## config.mk

```make
export PLATFORM = sky130hd
export DESIGN_NAME = lp_tree_loader
export DESIGN_NICKNAME = d
export VERILOG_FILES = /design/src/rtl/lp_tree_loader.sv
export SDC_FILE = /design/constraint.sdc
export NUM_CORES = 1
export LEC_CHECK = 0
export BUFFER_PORTS_ARGS = -buffer_cell sky130_fd_sc_hd__buf_4
export CORE_MARGIN = 5
export CORE_UTILIZATION = 55
export DETAILED_ROUTE_END_ITERATION = 10
export PLACE_DENSITY = 0.76
export SLEW_MARGIN = 30
export SYNTH_ARGS = -nofsm -noshare
export SYNTH_HDL_FRONTEND = slang
export SYNTH_SLANG_ARGS = --single-unit
export TNS_END_PERCENT = 50
```

## constraint.sdc

```tcl
create_clock -name clk_i -period 5.55 [get_ports clk_i]
set_input_delay 0.8325 -clock clk_i [delete_from_list [all_inputs] [get_ports clk_i]]
set_output_delay 0.8325 -clock clk_i [all_outputs]
set_load 0.1 [all_outputs]
```

## src/rtl/lp_tree_loader.sv

```systemverilog
// lp_tree_loader: front-end word loader for the low-power tree serializer.
// Buffers core words in a small FIFO and hands one word to the tree leaves
// every WIDTH/2 cycles. When no data is available it issues IDLE_WORD instead.
// Optional build macro LP_TREE_LOADER_STATS_EN adds a saturating underflow
// counter on output ufl_cnt_o.
module lp_tree_loader #(
  parameter int               WIDTH     = 16,
  parameter int               DEPTH     = 4,
  parameter int               PRIME_LVL = 2,
  parameter logic [WIDTH-1:0] IDLE_WORD = '0
) (
  input  logic                       clk_i,
  input  logic                       rst_i,
  input  logic                       tree_rdy_i,
  input  logic [WIDTH-1:0]           data_i,
  input  logic                       valid_i,
  output logic                       ready_o,
  output logic [WIDTH-1:0]           word_o,
  output logic                       load_o,
  output logic                       underflow_o,
  output logic [$clog2(DEPTH+1)-1:0] level_o
`ifdef LP_TREE_LOADER_STATS_EN
  ,
  output logic [15:0]                ufl_cnt_o
`endif
);

  localparam int PERIOD = WIDTH / 2;
  localparam int CNT_W  = $clog2(PERIOD);
  localparam int PTR_W  = $clog2(DEPTH);
  localparam int LVL_W  = $clog2(DEPTH + 1);

  localparam logic [1:0] ST_WAIT  = 2'd0;
  localparam logic [1:0] ST_PRIME = 2'd1;
  localparam logic [1:0] ST_RUN   = 2'd2;

  logic [1:0]       state_q, state_d;
  logic [CNT_W-1:0] cnt_q, cnt_d;
  logic [PTR_W-1:0] wr_ptr_q, wr_ptr_d;
  logic [PTR_W-1:0] rd_ptr_q, rd_ptr_d;
  logic [LVL_W-1:0] level_q, level_d;
  logic [WIDTH-1:0] word_q, word_d;
  logic             load_q, load_d;
  logic             ufl_q, ufl_d;
  logic             push, pop;

  logic [WIDTH-1:0] mem [DEPTH];

  // Accept a word whenever a slot was free at the start of the cycle; a pop in
  // the same cycle cannot raise ready_o until the next cycle.
  assign ready_o = (level_q < LVL_W'(DEPTH));
  assign push    = valid_i && ready_o;

  // Sequencer: period counter, WAIT/PRIME/RUN state and leaf word selection.
  always_comb begin
    // NOTE: every output of a combinational block gets a default first, so no
    // path can leave it unassigned and infer a latch.
    state_d = state_q;
    cnt_d   = cnt_q;
    word_d  = word_q;
    load_d  = 1'b0;
    ufl_d   = 1'b0;
    pop     = 1'b0;
    if (!tree_rdy_i) begin
      // Tree held in reset: park, keep FIFO contents, restart the period.
      state_d = ST_WAIT;
      cnt_d   = '0;
    end else begin
      case (state_q)
        ST_WAIT: begin
          cnt_d   = '0;
          state_d = ST_PRIME;
        end
        ST_PRIME, ST_RUN: begin
          if (cnt_q == CNT_W'(PERIOD - 1)) begin
            cnt_d  = '0;
            load_d = 1'b1;
            if (state_q == ST_RUN || level_q >= LVL_W'(PRIME_LVL)) begin
              state_d = ST_RUN;
              if (level_q != '0) begin
                pop    = 1'b1;
                word_d = mem[rd_ptr_q];
              end else begin
                word_d = IDLE_WORD;
                ufl_d  = 1'b1;
              end
            end else begin
              // Still priming: feed idle words without counting underflows.
              word_d = IDLE_WORD;
            end
          end else begin
            cnt_d = cnt_q + 1'b1;
          end
        end
        default: begin
          state_d = ST_WAIT;
          cnt_d   = '0;
        end
      endcase
    end
  end

  // FIFO bookkeeping: pointers wrap naturally, occupancy tracked separately.
  always_comb begin
    wr_ptr_d = push ? wr_ptr_q + 1'b1 : wr_ptr_q;
    rd_ptr_d = pop  ? rd_ptr_q + 1'b1 : rd_ptr_q;
    level_d  = level_q;
    case ({push, pop})
      2'b10:   level_d = level_q + 1'b1;
      2'b01:   level_d = level_q - 1'b1;
      default: level_d = level_q;
    endcase
  end

  // Control and output registers.
  always_ff @(posedge clk_i or negedge rst_i) begin
    // NOTE: state registers use non-blocking assignments so every flop samples
    // the pre-edge value of its neighbours, independent of statement order.
    if (!rst_i) begin
      state_q  <= ST_WAIT;
      cnt_q    <= '0;
      wr_ptr_q <= '0;
      rd_ptr_q <= '0;
      level_q  <= '0;
      word_q   <= IDLE_WORD;
      load_q   <= 1'b0;
      ufl_q    <= 1'b0;
    end else begin
      state_q  <= state_d;
      cnt_q    <= cnt_d;
      wr_ptr_q <= wr_ptr_d;
      rd_ptr_q <= rd_ptr_d;
      level_q  <= level_d;
      word_q   <= word_d;
      load_q   <= load_d;
      ufl_q    <= ufl_d;
    end
  end

  // FIFO storage write port.
  always_ff @(posedge clk_i) begin
    // NOTE: the storage array has no reset; occupancy gates every read, so
    // stale contents are never observed and the array can map to plain RAM.
    if (push) mem[wr_ptr_q] <= data_i;
  end

  assign word_o      = word_q;
  assign load_o      = load_q;
  assign underflow_o = ufl_q;
  assign level_o     = level_q;

`ifdef LP_TREE_LOADER_STATS_EN
  logic [15:0] ufl_cnt_q, ufl_cnt_d;

  // Saturating underflow counter, cleared while the tree is held in reset.
  always_comb begin
    ufl_cnt_d = ufl_cnt_q;
    if (!tree_rdy_i)                         ufl_cnt_d = '0;
    else if (ufl_d && ufl_cnt_q != 16'hFFFF) ufl_cnt_d = ufl_cnt_q + 1'b1;
  end

  // Underflow counter register.
  always_ff @(posedge clk_i or negedge rst_i) begin
    if (!rst_i) ufl_cnt_q <= '0;
    else        ufl_cnt_q <= ufl_cnt_d;
  end

  assign ufl_cnt_o = ufl_cnt_q;
`endif

endmodule

```

## Word-level counts from Yosys, hierarchy flattened

Memory sizes are Yosys's and may differ from the RTL's.
Index checks and enable logic that the tools add are counted.

- Memories: 1
- Output and inout port bits: 22
- Register bits after elaboration: 30
- Logic and storage cells: 56
- RAM bits: 64
- Input port bits: 20

Memories:

| name | words | width | read ports | clocked after memory_dff | wr ports | RTL line | RTL |
|---|---|---|---|---|---|---|---|
| mem | 4 | 16 | 1 | 0 | 1 | 47 | `logic [WIDTH-1:0] mem [DEPTH];` |

- Eq/ne operators: 7
- Add/sub/neg operators: 5
- Mux-type cells: 25
- Magnitude comparators: 2
- Reduce and logical (&&, ||, !) cells: 8

Operator list:

| kind | count |
|---|---|
| 16-bit two-way mux | 2 |
| 1-bit two-way mux | 15 |
| 3-bit two-way mux | 3 |
| 3-bit by 1-bit adder with 3-bit output, second input constant | 2 |
| 2-bit two-way mux | 3 |
| 3-bit inequality test, second input constant | 2 |
| 3-bit case mux with 2 select lines | 1 |
| 2-bit by 1-bit adder with 2-bit output, second input constant | 2 |
| 2-bit by 1-bit == test with 1-bit output, second input constant | 2 |
| 2-bit == test, second input constant | 2 |
| 2-bit case mux with 2 select lines | 1 |
| 3-bit == test, second input constant | 1 |
| 3-bit by 2-bit >= comparator with 1-bit output, second input constant | 1 |
| 3-bit < comparator, second input constant | 1 |
| 3-bit AND reduction | 1 |
| 3-bit nonzero test | 1 |
| 3-bit by 1-bit subtractor with 3-bit output, second input constant | 1 |
| 2-bit logical NOT | 1 |
| 2-bit AND reduction | 1 |
| 2-bit nonzero test | 1 |
| 2-bit OR reduction | 1 |
| 1-bit logical AND | 1 |
| 1-bit logical OR | 1 |

## Logic depth before layout (Yosys ltp)

Gate-level depths: netlist (run 1).

- Word-level depth: 8
- Mapped depth: 11
- Mapped depth without buffers: 10

## Least setup slack after synthesis (run 1)

OpenSTA, ideal clock, no wires.

- Path kind: register to register
- Start: reg level_q[0], in the netlist level_o[0]
- End: reg level_q[2], in the netlist level_o[2]
- Slack: 2.868 ns
- Cell stages (with the launch flop): 10
- Required time: 5.394 ns
- Buffers on the path: 1
- Setup time: 0.156 ns
- Data arrival time: 2.526 ns
- Clock period less this slack: 2.682 ns
- Cells stage by stage: dfrtp_1 > a211oi_1 > nor2_4 > buf_4 > ha_1 > inv_1 > fa_1 > xor2_1 > nor2_1 > xnor2_1

- Longest elaborated chain between the ends: 8

RTL lines:

| item | RTL line | RTL |
|---|---|---|
| from (decl) | 41 | `logic [LVL_W-1:0] level_q, level_d;` |
| from (signal assigned) | 133 | `level_q <= level_d;` |
| 3-bit by 2-bit >= comparator with 1-bit output or 3-bit nonzero test (tied branches) | 78, 80 |  |
| 1-bit logical OR or 1-bit two-way mux (tied branches) | 78, 80 |  |
| 1-bit two-way mux * | 78 | `if (state_q == ST_RUN \|\| level_q >= LVL_W'(PRIME_LVL)) begin` |
| 1-bit two-way mux * | 75 | `if (cnt_q == CNT_W'(PERIOD - 1)) begin` |
| 1-bit two-way mux * | 69 | `case (state_q)` |
| 1-bit two-way mux * | 64 | `if (!tree_rdy_i) begin` |
| via pop | 45 | `logic push, pop;` |
| 2-bit by 1-bit == test with 1-bit output or 2-bit == test (tied branches) | 108 | `case ({push, pop})` |
| 3-bit case mux with 2 select lines or 2-bit nonzero test (tied branches) | -- |  |

Mark *: on every way through the listed nets, which the timed path passes. The rest lies on a longest branch.
A chain may end at the register's enable or synchronous reset.

## Worst setup path after layout (run 1)

- Start: reg state_q[0]
- End: reg level_q[2], in the netlist level_o[2]

- Longest elaborated chain between the ends: 8

RTL lines:

| item | RTL line | RTL |
|---|---|---|
| from (decl) | 37 | `logic [1:0] state_q, state_d;` |
| from (signal assigned) | 129 | `state_q <= state_d;` |
| 2-bit == test | 69, 78 |  |
| 1-bit logical OR | 78 |  |
| 1-bit two-way mux | 78 |  |
| 1-bit two-way mux | 75 |  |
| 1-bit two-way mux * | 69 |  |
| 1-bit two-way mux * | 64 |  |
| 2-bit by 1-bit == test with 1-bit output or 2-bit == test (tied branches) | 108 |  |
| 3-bit case mux with 2 select lines or 2-bit nonzero test (tied branches) | -- |  |

Every way passes the cells marked *; elsewhere a longest branch is shown, timed or not.

==> results.txt, run 1 <==
The count of instances resized after the clock tree is built is 0. In this run, CTS created clock tree buffers numbering 9. The leading register cell type out of synthesis is sky130_fd_sc_hd__edfxtp_1.

For this configuration, the core starts out at a cell density of 0.569. The hold-fix buffer count after cts came out at 0. The slack of the critical path came out at 2740 ps. Counting distinct cell types in the post-synthesis netlist gives 30.

The first-pass GRT wire length came out at 9.89 mm. Sorting the synthesized cells by area gives the leading types as sky130_fd_sc_hd__edfxtp_1 53%, sky130_fd_sc_hd__dfrtp_1 21%, sky130_fd_sc_hd__mux4_1 5.8%. The ratio of cells with drive above 1 in the final layout came out at 0.282. The count of pins over their slew limit came to 0. The sequential cell area came out at 0.00267 sq mm.

The total power is 0.00167 W. The number of instances in the synthesized netlist came out at 184. Prior to clock tree synthesis, the placed netlist has a worst setup slack of 2560 ps.

The total global routing track utilization came out at 0.155. Measured along the x axis, the die boundary spans 91.3 um. The detail route stage leaves a number of antenna-violating nets equal to 0. The clock period minus final worst setup slack is 2810 ps. In the post-synthesis netlist, the cell with the most instances is sky130_fd_sc_hd__edfxtp_1. Of the synthesized area, sequential elements account for 0.735. The number of warnings reported in the yosys synthesis log is 0. The slew at the pin closest to its max-slew limit came out at 901 ps. The number of detailed-routing iterations run before antenna repair came out at 4. The die outline height is 91.3 um. Clock-pin slew was measured on the worst setup and hold paths at 80 ps. The total detailed-routing wirelength came out at 5.96 mm.

The clock insertion delay at the later pin of the skew report came out at 350 ps. Once detailed placement completed, the half-perimeter wirelength came to 3.90 mm. The number of H-tree branching levels came out at 3. By count the netlist is led by 64 x sky130_fd_sc_hd__edfxtp_1, 30 x sky130_fd_sc_hd__dfrtp_1, 16 x sky130_fd_sc_hd__a22o_1. The number of nets in the layout came out at 259.

Setup violations remaining at the end of the flow were counted as 0. The leakage power total came out at 1.68 nW. Counting flops with a built-in enable in the synthesized netlist gives 64.

The worst hold path class is in -> async. The max-capacitance violation count is 0. The critical path starts at state_q[0]$_DFFE_PN0P_. STA classifies the critical path endpoint as a flop. In this run the clock root is driven by a sky130_fd_sc_hd__clkbuf_8. Compared with the post-synthesis result, the final layout area differs by 15.7%. After synthesis the netlist holds a flip-flop and latch count of 94. The run finished with clean final reports.

The routed length per instance is 19.2 um. The clock sink count came out at 94. For this run the aggregate overflow at the end of global routing stands at 0. The final sum of negative setup slack is 0 ps.

The detailed-route vias per instance came out at 5.72. The number of endpoints with negative hold slack in the final report came out at 0. The placement row count came out at 29. The required time at the endpoint of the critical path is 5820 ps.

The number of global-route vias before repair came out at 1894. The number of inserted diodes came out at 0. The startpoint of the most critical register-to-register path is state_q[0]$_DFFE_PN0P_.

The share of Yosys cell area claimed by the top area cell type is 0.529. The clock arrives with 5.70 ps of skew. The largest voltage drop on the vdd net came out at 0.000319 V. The number of filler instances in the final layout is 450. The upper clock frequency limit came out at 356 MHz.

The mean cell area of the mapped netlist is 19.8 sq um. The clock tree from TritonCTS is built. The power per cell area came out at 396 mW/mm^2.

The nature of the critical path startpoint is a flop. The post-synthesis cell area came out at 0.00364 sq mm. The die footprint is 0.00834 sq mm.

The number of DRC markers in iteration 0 is 92. The buffer count from post-CTS setup fixing came out at 0. Entering global routing, the biggest net connects 31 pins. The routability congestion estimate from global placement is 0.749. The total I/O pin count is 42. Measured against its own limit, the worst slew margin works out to 0.399. The library cell occupying the most area in the post-synthesis netlist is sky130_fd_sc_hd__edfxtp_1.

In this run the deepest clock path goes through 2 buffers. The multi-input combinational cell area came out at 870 sq um. The total via count after detailed routing is 1779.

In this run the standard cell core region covers 0.00639 sq mm. The kind of critical path is reg -> reg. The share of synthesized flip-flops with an asynchronous set or reset is 0.319. The arrival time reported for the critical path endpoint is 3080 ps.

The fraction of the cycle the final worst path needs came out at 0.506. The number of buffer cells added on primary ports is 41. The post-detailed-route DRC marker count is 0.

The net count after synthesis came out at 214. Setup repair after global routing left no endpoint under its margin. Along the worst path, the maximum fanout reaches 19. The initial antenna violation count came to 0.
-- power breakdown --
part / leakage, nW / switching (W) / internal, W
clock: 0.108 / 0.000223 / 0.000265
combinational: 0.582 / 0.000222 / 0.0000794
sequential: 0.987 / 0.0000347 / 0.000844
total: 1.68 / 0.000479 / 0.00119
-- critical path: stages, from the launching register on --
cell and delay (ps):
sky130_fd_sc_hd__dfrtp_1 350, sky130_fd_sc_hd__inv_1 60, sky130_fd_sc_hd__ha_1 370, sky130_fd_sc_hd__nand3_2 370, sky130_fd_sc_hd__nor2_4 510, sky130_fd_sc_hd__ha_1 270
sky130_fd_sc_hd__inv_1 60, sky130_fd_sc_hd__fa_1 370, sky130_fd_sc_hd__xor2_1 150, sky130_fd_sc_hd__nor2_1 110, sky130_fd_sc_hd__xnor2_1 120
-- metrics by stage --
step	utilization	instances	hold slack [ps]	area [sq um]
2_1_floorplan	-	184	416	3640
3_3_place_gp	0.624	295	427	3980
3_5_place_dp	0.624	295	448	3980
4_1_cts	0.659	311	397	4210
5_1_grt	0.659	311	408	4210
6_report	0.659	311	398	4210
-- worst paths after layout --
check                                          endpoint  slack, ps  cells past startpoint
worst min-delay path                 cnt_q[2]$_DFF_PN0_        400                      1
worst max register to register   level_o[2]$_DFFE_PN0P_       2740                     10
max in group asynchronous       rd_ptr_q[0]$_DFFE_PN0P_       4850                      1
worst max-delay path             level_o[2]$_DFFE_PN0P_       2740                     10
worst min register to register       cnt_q[0]$_DFF_PN0_        450                      1
min in group clk_i                   cnt_q[0]$_DFF_PN0_        450                      1
-- layer usage --
layer	vias up	wire, um	track usage
met4	0	61	0.0513
met1	911	2580	0.210
met5	-	0	0
met2	44	3020	0.240
met3	8	304	0.0521
li1	816	-	-
-- layout by cell type, fill, tap and decap left out, drive strengths merged, types with 2 or more instances in the layout --
cell	instances
a21oi	2
a22o	16
and2	4
and3	2
buf	41
bufinv	2
clkbuf	10
clkinv	2
dfrtp	30
edfxtp	64
ha	9
inv	11
mux4	16
nand2	4
nor2	3
o21ai	2
xnor2	3
xor2	3
-- final cells by class --
type	instances	share of cell area
flip-flops and latches	94	0.636
inverters	10	0.00892
repair buffers	41	0.0732
multi-input cells	73	0.207
well taps	77	0.0229
clock inverters	6	0.0199
clock buffers	10	0.0327
-- kinds of logic (layout without fill, tap and decap cells) --
family                     Yosys count  count (layout)  synth area share
DFF                                 94              94             0.735
AOI/OAI and AO/OA                   23              23            0.0509
and+or+nand+nor                     18              18            0.0299
buffers and inverters               17              67            0.0258
muxes                               16              16             0.107
adders and majority gates           10              10            0.0365
xor gates and xnor gates             6               6            0.0145
-- state kept, by name (all words and copies together) (netlist names) --
name         cells
word_o          16
load_o           1
level_o          3
cnt_q            3
state_q          2
rd_ptr_q         2
mem             64
wr_ptr_q         2
underflow_o      1
(Power assumes the default switching activity.)
==> run 2: changes to the inputs <==
- clock period: 5.55 -> 2.9 ns (I/O delays scaled with it)
==> run 2 against run 1 <==
Sequential share of layout area decreased by 0.81 points. Clock power grew 87%. Hold slack worse by 390 ps. Count of clock-buffer cells in the layout unchanged. Worst setup slack worse by 1900 ps. Largest cell class unchanged. Fmax is 33% higher. Global-route usage decreased by 0.10 points. Cell area is 1.2% higher.
==> results.txt, run 2 (synthesis results as in run 1) <==
The run finished with clean final reports. For the pin with the worst max-slew slack, the measured transition is 755 ps. The first global-routing pass estimated 9.68 mm of wire. The clock sink count is 94. The maximum number of pins on one net before global-route repair came out at 31.

The clock edge transition at the registers on the reported setup and hold paths came out at 90 ps. The total power came out at 0.00319 W. TritonCTS built the clock tree.

The clock period minus final worst setup slack came out at 2110 ps. The placement row count came out at 29. STA classifies the critical path endpoint as a flop. The register with the most flip-flops is mem. The total of endpoints with negative setup slack in the final report is 0. The buffer count from post-CTS setup fixing is 0. The signal on the critical path passes through inv_1 > ha_1 > nand3_2 > nor2_4 > ha_1 > inv_1 > fa_1 > xor2_1 > nor2_1 > xnor2_1. Of the cells placed in the final design, the portion with a size suffix greater than 1 is 0.306. The final instance count without filler cells came out at 319.

Gates resized during post-CTS repair numbered 0. The remaining antenna violation count after routing came out at 0. The number of global-route vias before repair was 1835. The library cell used most frequently in the layout, excluding fill and tap cells, is sky130_fd_sc_hd__edfxtp_1. In the layout the commonest cells are 64 x sky130_fd_sc_hd__edfxtp_1, 49 x sky130_fd_sc_hd__buf_4, 30 x sky130_fd_sc_hd__dfrtp_1, 16 x sky130_fd_sc_hd__a22o_1, 10 x sky130_fd_sc_hd__inv_1. Setup repair after global routing left no endpoint under its margin. The die footprint came out at 0.00834 sq mm. The largest stage delay on the critical path is 370 ps. From left edge to right edge, the die measures 91.3 um. The total I/O pin count is 42. The number of endpoints with negative hold slack in the final report is 0. The final sum of negative setup slack came out at 0 ps. The number of H-tree branching levels came out at 3. The core box area is 0.00639 sq mm. The number of inserted diodes came out at 0. The cell class contributing the biggest share of worst-path delay is adder cells. At the worst endpoint, the arrival time is 2370 ps. The detailed-route vias per instance is 5.69. The worst-case IR drop observed on VDD is 0.000664 V. The number of buffers on the longest clock path came out at 2. The routability congestion estimate from global placement is 0.746. The routed length per instance came out at 19.0 um. After the first detailed-routing iteration, the DRC count stood at 97.

The worst max-slew margin expressed relative to the limit came out at 0.497. Among all stages on the critical path, the largest delay is contributed by sky130_fd_sc_hd__fa_1. The number of buffer cells added on primary ports is 41. The instance count after placement with tap cells included is 303. The required time at the endpoint of the critical path came out at 3170 ps.

The total global routing track utilization is 0.154. The root buffer selected by CTS is sky130_fd_sc_hd__clkbuf_8. The count of pins over their slew limit came to 0. The die is 91.3 um tall.

The nature of the critical path startpoint is a flop. The number of detailed-routing iterations run before antenna repair came out at 4. The leakage power total is 1.71 nW.

The number of flip-flops in the largest register came out at 64. The TritonCTS buffer count came out at 9. The critical path in this run is classified as reg -> reg. For this design, the CTS-stage hold fixing added 0 buffers. The initial utilization of the core area, before any placement, comes to 0.569. The clock insertion delay at the later pin of the skew report came out at 350 ps. The number of nets in the layout is 267. The initial antenna violation count is 0. Relative to the synthesized area, the layout overhead comes to 17.1%. The maximum fanout encountered on the critical timing path came out at 6. The max-capacitance violation count is 0.

Counting both buffers and inverters, the worst setup path holds a total of 2. The total global routing overflow is 0. The total via count after detailed routing is 1814. The total detailed-routing wirelength came out at 6.06 mm.

The estimated wirelength of the detail-placed design is 3.93 mm. The upper clock frequency limit is 475 MHz. The number of filler instances in the final layout is 460. On the final layout, the worst hold slack is 6.33 ps.

The fraction of the cycle the final worst path needs came out at 0.726. The power per cell area came out at 748 mW/mm^2. The path class of the tightest hold or removal check is in -> async.

The clock skew after layout is 7.63 ps. The post-detailed-route DRC marker count came out at 0.
[run 2: report_power, final]
| group | switching (W) | internal (W) |
|---|---|---|
| clock | 0.000430 | 0.000484 |
| sequential | 0.0000681 | 0.00161 |
| combinational | 0.000426 | 0.000167 |
[run 2: layout make-up]
class | instances | area, sq um | share of cell area
Inverter | 10 | 37.5 | 0.00881
Clock buffer | 10 | 128 | 0.0300
Multi-Input combinational cell | 73 | 870 | 0.204
Clock inverter | 6 | 87.6 | 0.0206
Sequential cell | 94 | 2670 | 0.627
Tap cell | 77 | 96.3 | 0.0226
Timing Repair Buffer | 49 | 368 | 0.0864
[run 2: routing by layer]
metal,part of all wire,vias to the layer above,track usage
li1,-,826,-
met1,0.45,928,0.215
met2,0.49,46,0.225
met3,0.047,14,0.0496
met4,0.020,0,0.0697
met5,0,-,0
[run 2: metrics by stage]
step	worst slack [ps]	utilization	instance area (sq um)
final	795	0.667	4260
after floorplan	218	-	3640
after global routing	619	0.667	4260
after CTS	772	0.667	4260
after detailed placement	787	0.633	4040
after global placement	863	0.633	4040
[run 2: final timing paths]
path | startpoint | endpoint | slack, ps | cells past startpoint
max in group asynchronous | rst_i | word_o[8]$_DFFE_PN0P_ | 2610 | 1
hold reg to reg | cnt_q[0]$_DFF_PN0_ | cnt_q[0]$_DFF_PN0_ | 450 | 1
hold / removal | rst_i | word_o[5]$_DFFE_PN0P_ | 6 | 1
setup reg to reg | state_q[1]$_DFFE_PN0P_ | level_o[2]$_DFFE_PN0P_ | 790 | 10
min in group clk_i | data_i[9] | mem[1][9]$_DFFE_PP_ | 280 | 1
setup / recovery | state_q[1]$_DFFE_PN0P_ | level_o[2]$_DFFE_PN0P_ | 790 | 10
==> run 3: changes to the inputs <==
- CORE_UTILIZATION: 55 -> 52
- PLACE_DENSITY: 0.76 -> 0.75
- clock period: 2.9 -> 1.9 ns (I/O delays scaled with it)
==> run 3 against run 2 <==
Global-route usage barely moved. Cell count up 8.5%. Critical path depth unchanged. Fmax up 12%. Critical path type unchanged. Largest power group unchanged. Highest routed layer unchanged.
==> results.txt, run 3 (synthesis results as in run 1) <==
The required time at the endpoint of the critical path came out at 2170 ps. The worst max-slew margin expressed relative to the limit came out at 0.720. The worst setup path is captured at a flop. TritonCTS built the clock tree. The number of endpoints with negative hold slack in the final report is 0.

Among cell families on the critical path, the largest total delay comes from adder cells. The total buffers and inverters traversed by the critical path came out at 2. The post-detailed-route DRC marker count came out at 0. The maximum number of pins on one net before global-route repair is 31. At the pin with the least slew margin, the transition time is 416 ps. The clock edge transition at the registers on the reported setup and hold paths came out at 90 ps. The HPWL after detailed placement is 3.98 mm.

The number of nets in the layout came out at 275. The detailed-route vias per instance came out at 5.43. The total of endpoints with negative setup slack in the final report came out at 0. Traced cell by cell, the critical path runs through inv_2 > ha_4 > nand3_4 > nor2_4 > ha_4 > inv_2 > fa_2 > xor2_1 > nor2_1 > xnor2_1. The area growth from synthesis to final layout came out at 21.5%. The routed layout has 1878 vias.

The multi-input combinational cell area is 945 sq um. The fraction of the cycle the final worst path needs came out at 0.992. The die outline height is 93.6 um. The clock period minus final worst setup slack came out at 1880 ps. The layout has 459 filler cells.

The core box area is 0.00679 sq mm. The number of buffer cells added on primary ports is 41. The routed length per instance came out at 18.1 um.

The number of DRC markers in iteration 0 came out at 69. STA classifies the critical path startpoint as a flop. The sequential cell area is 0.00268 sq mm. The initial antenna violation count is 0.

The max-capacitance violation count is 0. The initial standard-cell utilization of the core is 0.535. The clock skew after layout came out at 4.07 ps. Summed over all failing endpoints, the final setup total negative slack is 0 ps. Leaving out fill and tap cells, the most frequent cells in the layout are 64 x sky130_fd_sc_hd__edfxtp_1, 55 x sky130_fd_sc_hd__buf_4, 27 x sky130_fd_sc_hd__dfrtp_1, 16 x sky130_fd_sc_hd__a22o_1, 9 x sky130_fd_sc_hd__clkbuf_8. The chip width is 93.6 um. The power per cell area is 1110 mW/mm^2. The number of detailed-routing iterations run before antenna repair is 6. The detail route stage leaves a number of antenna-violating nets equal to 0. In the global route stage, met1 resource usage came out at 0.198. The total global routing track utilization came out at 0.155. The most frequent standard cell in the layout excluding fill and tap cells is sky130_fd_sc_hd__edfxtp_1.

The routability congestion estimate from global placement is 0.769. Derived from the worst setup path, the maximum achievable clock frequency is 531 MHz. During I/O placement, the number of pins put on the boundary was 42.

The die footprint is 0.00876 sq mm. The largest stage delay on the critical path came out at 370 ps. The leakage power total is 1.74 nW. The number of buffers on the longest clock path is 2. Summed over all layers, the routed wires come to 6.27 mm. The startpoint of the worst setup timing path is state_q[0]$_DFFE_PN0P_. Setup repair after global routing could not meet its margin everywhere. The worst register-to-register path begins at state_q[0]$_DFFE_PN0P_.

The clock insertion delay at the later pin of the skew report came out at 350 ps. Buffers inserted during clock tree synthesis total 9. The largest voltage drop on the vdd net came out at 0.000618 V. The ratio of cells with drive above 1 in the final layout is 0.372.

The kind of critical path is reg -> reg. The total global routing overflow is 0. The startpoint identified for the worst hold timing path is data_i[14].

The first-pass GRT wire length is 9.94 mm. For this run, global-route usage on met3 was measured as 0.0426. The root buffer selected by CTS is sky130_fd_sc_hd__clkbuf_8.

Measured on the finished design, the core utilization comes to 0.650. More flip-flops sit in one register than any other, and that register is mem. The count of pins over their slew limit came out at 0. The number of global-route vias before repair came out at 1950. After floorplanning, the core was divided into 30 placement rows. CTS built an H-tree with a depth of 3.

The arrival time reported for the critical path endpoint is 2150 ps. In this run the worst hold path is classified as in -> reg. The number of flip-flops in the largest register came out at 64. The maximum fanout encountered on the critical timing path is 2.

The number of inserted diodes came out at 0. In this run the most used layer during global routing was met2. The total power came out at 0.00489 W. The clock sink count is 94. In the global route stage, met2 resource usage came out at 0.261. The flow ran to the end, and the final reports show no timing, DRC or antenna violations.

The cell with the largest stage delay on the worst path is sky130_fd_sc_hd__dfrtp_1.
run 3: cell types whose count changed in the layout (fill, tap and decap cells not counted), sizes merged:
cell | previous run | this run
buf | 49 | 56
bufinv | 2 | 1
clkbuf | 10 | 11
clkinvlp | 3 | 2
dlygate4sd3 | 0 | 1
inv | 10 | 11
run 3: what timing repair did:
item | 4_1_cts | 5_1_grt
hold buffers | 1 | 0
buffers inserted | 2 | 0
pin swaps | 3 | 0
resized for setup | 2 | 0
endpoints found under the hold margin | 30 | 0
endpoints found under the setup margin | 2 | 2
run 3: worst paths after layout:
path                                                to  slack [ps]  cells after the start
worst max-delay path            level_o[2]$_DFFE_PN0P_          20                     10
worst min-delay path              mem[2][14]$_DFFE_PP_         130                      1
worst max register to register  level_o[2]$_DFFE_PN0P_          20                     10
worst min register to register      cnt_q[0]$_DFF_PN0_         450                      1
max in group asynchronous       level_o[1]$_DFFE_PN0P_        1180                      2
min in group asynchronous        word_o[9]$_DFFE_PN0P_         410                      2
run 3: layer usage:
metal  vias up  part of all wire
li1        836                 -
met1       996              0.44
met2        38              0.52
met3         8             0.038
met4         0             0.011
met5         -                 0
run 3: through the flow:
| stage | hold WS, ps | std cells | worst slack, ps | area [sq um] |
|---|---|---|---|---|
| floorplan | -10.6 | 184 | -189 | 3710 |
| global placement | 241 | 327 | 39.9 | 4190 |
| global route | 107 | 346 | -97.4 | 4420 |
| CTS | 118 | 346 | 7.88 | 4420 |
| finish | 129 | 346 | 15.6 | 4420 |
| detailed placement | 247 | 327 | -58.7 | 4190 |
run 3: where the power goes:
group	internal (W)	leakage (nW)	total (W)	switching (W)
clock	0.000612	0.0899	0.00128	0.000666
sequential	0.00248	0.986	0.00261	0.000125
combinational	0.000320	0.666	0.00100	0.000683
run 3: area by class of cell:
| cell class | count | area share |
|---|---|---|
| tap | 96 | 0.0272 |
| multi-input combinational | 73 | 0.214 |
| sequential | 94 | 0.607 |
| clock buffer | 11 | 0.0297 |
| timing repair buffer | 57 | 0.100 |
| inverter | 10 | 0.00849 |
| clock inverter | 5 | 0.0133 |
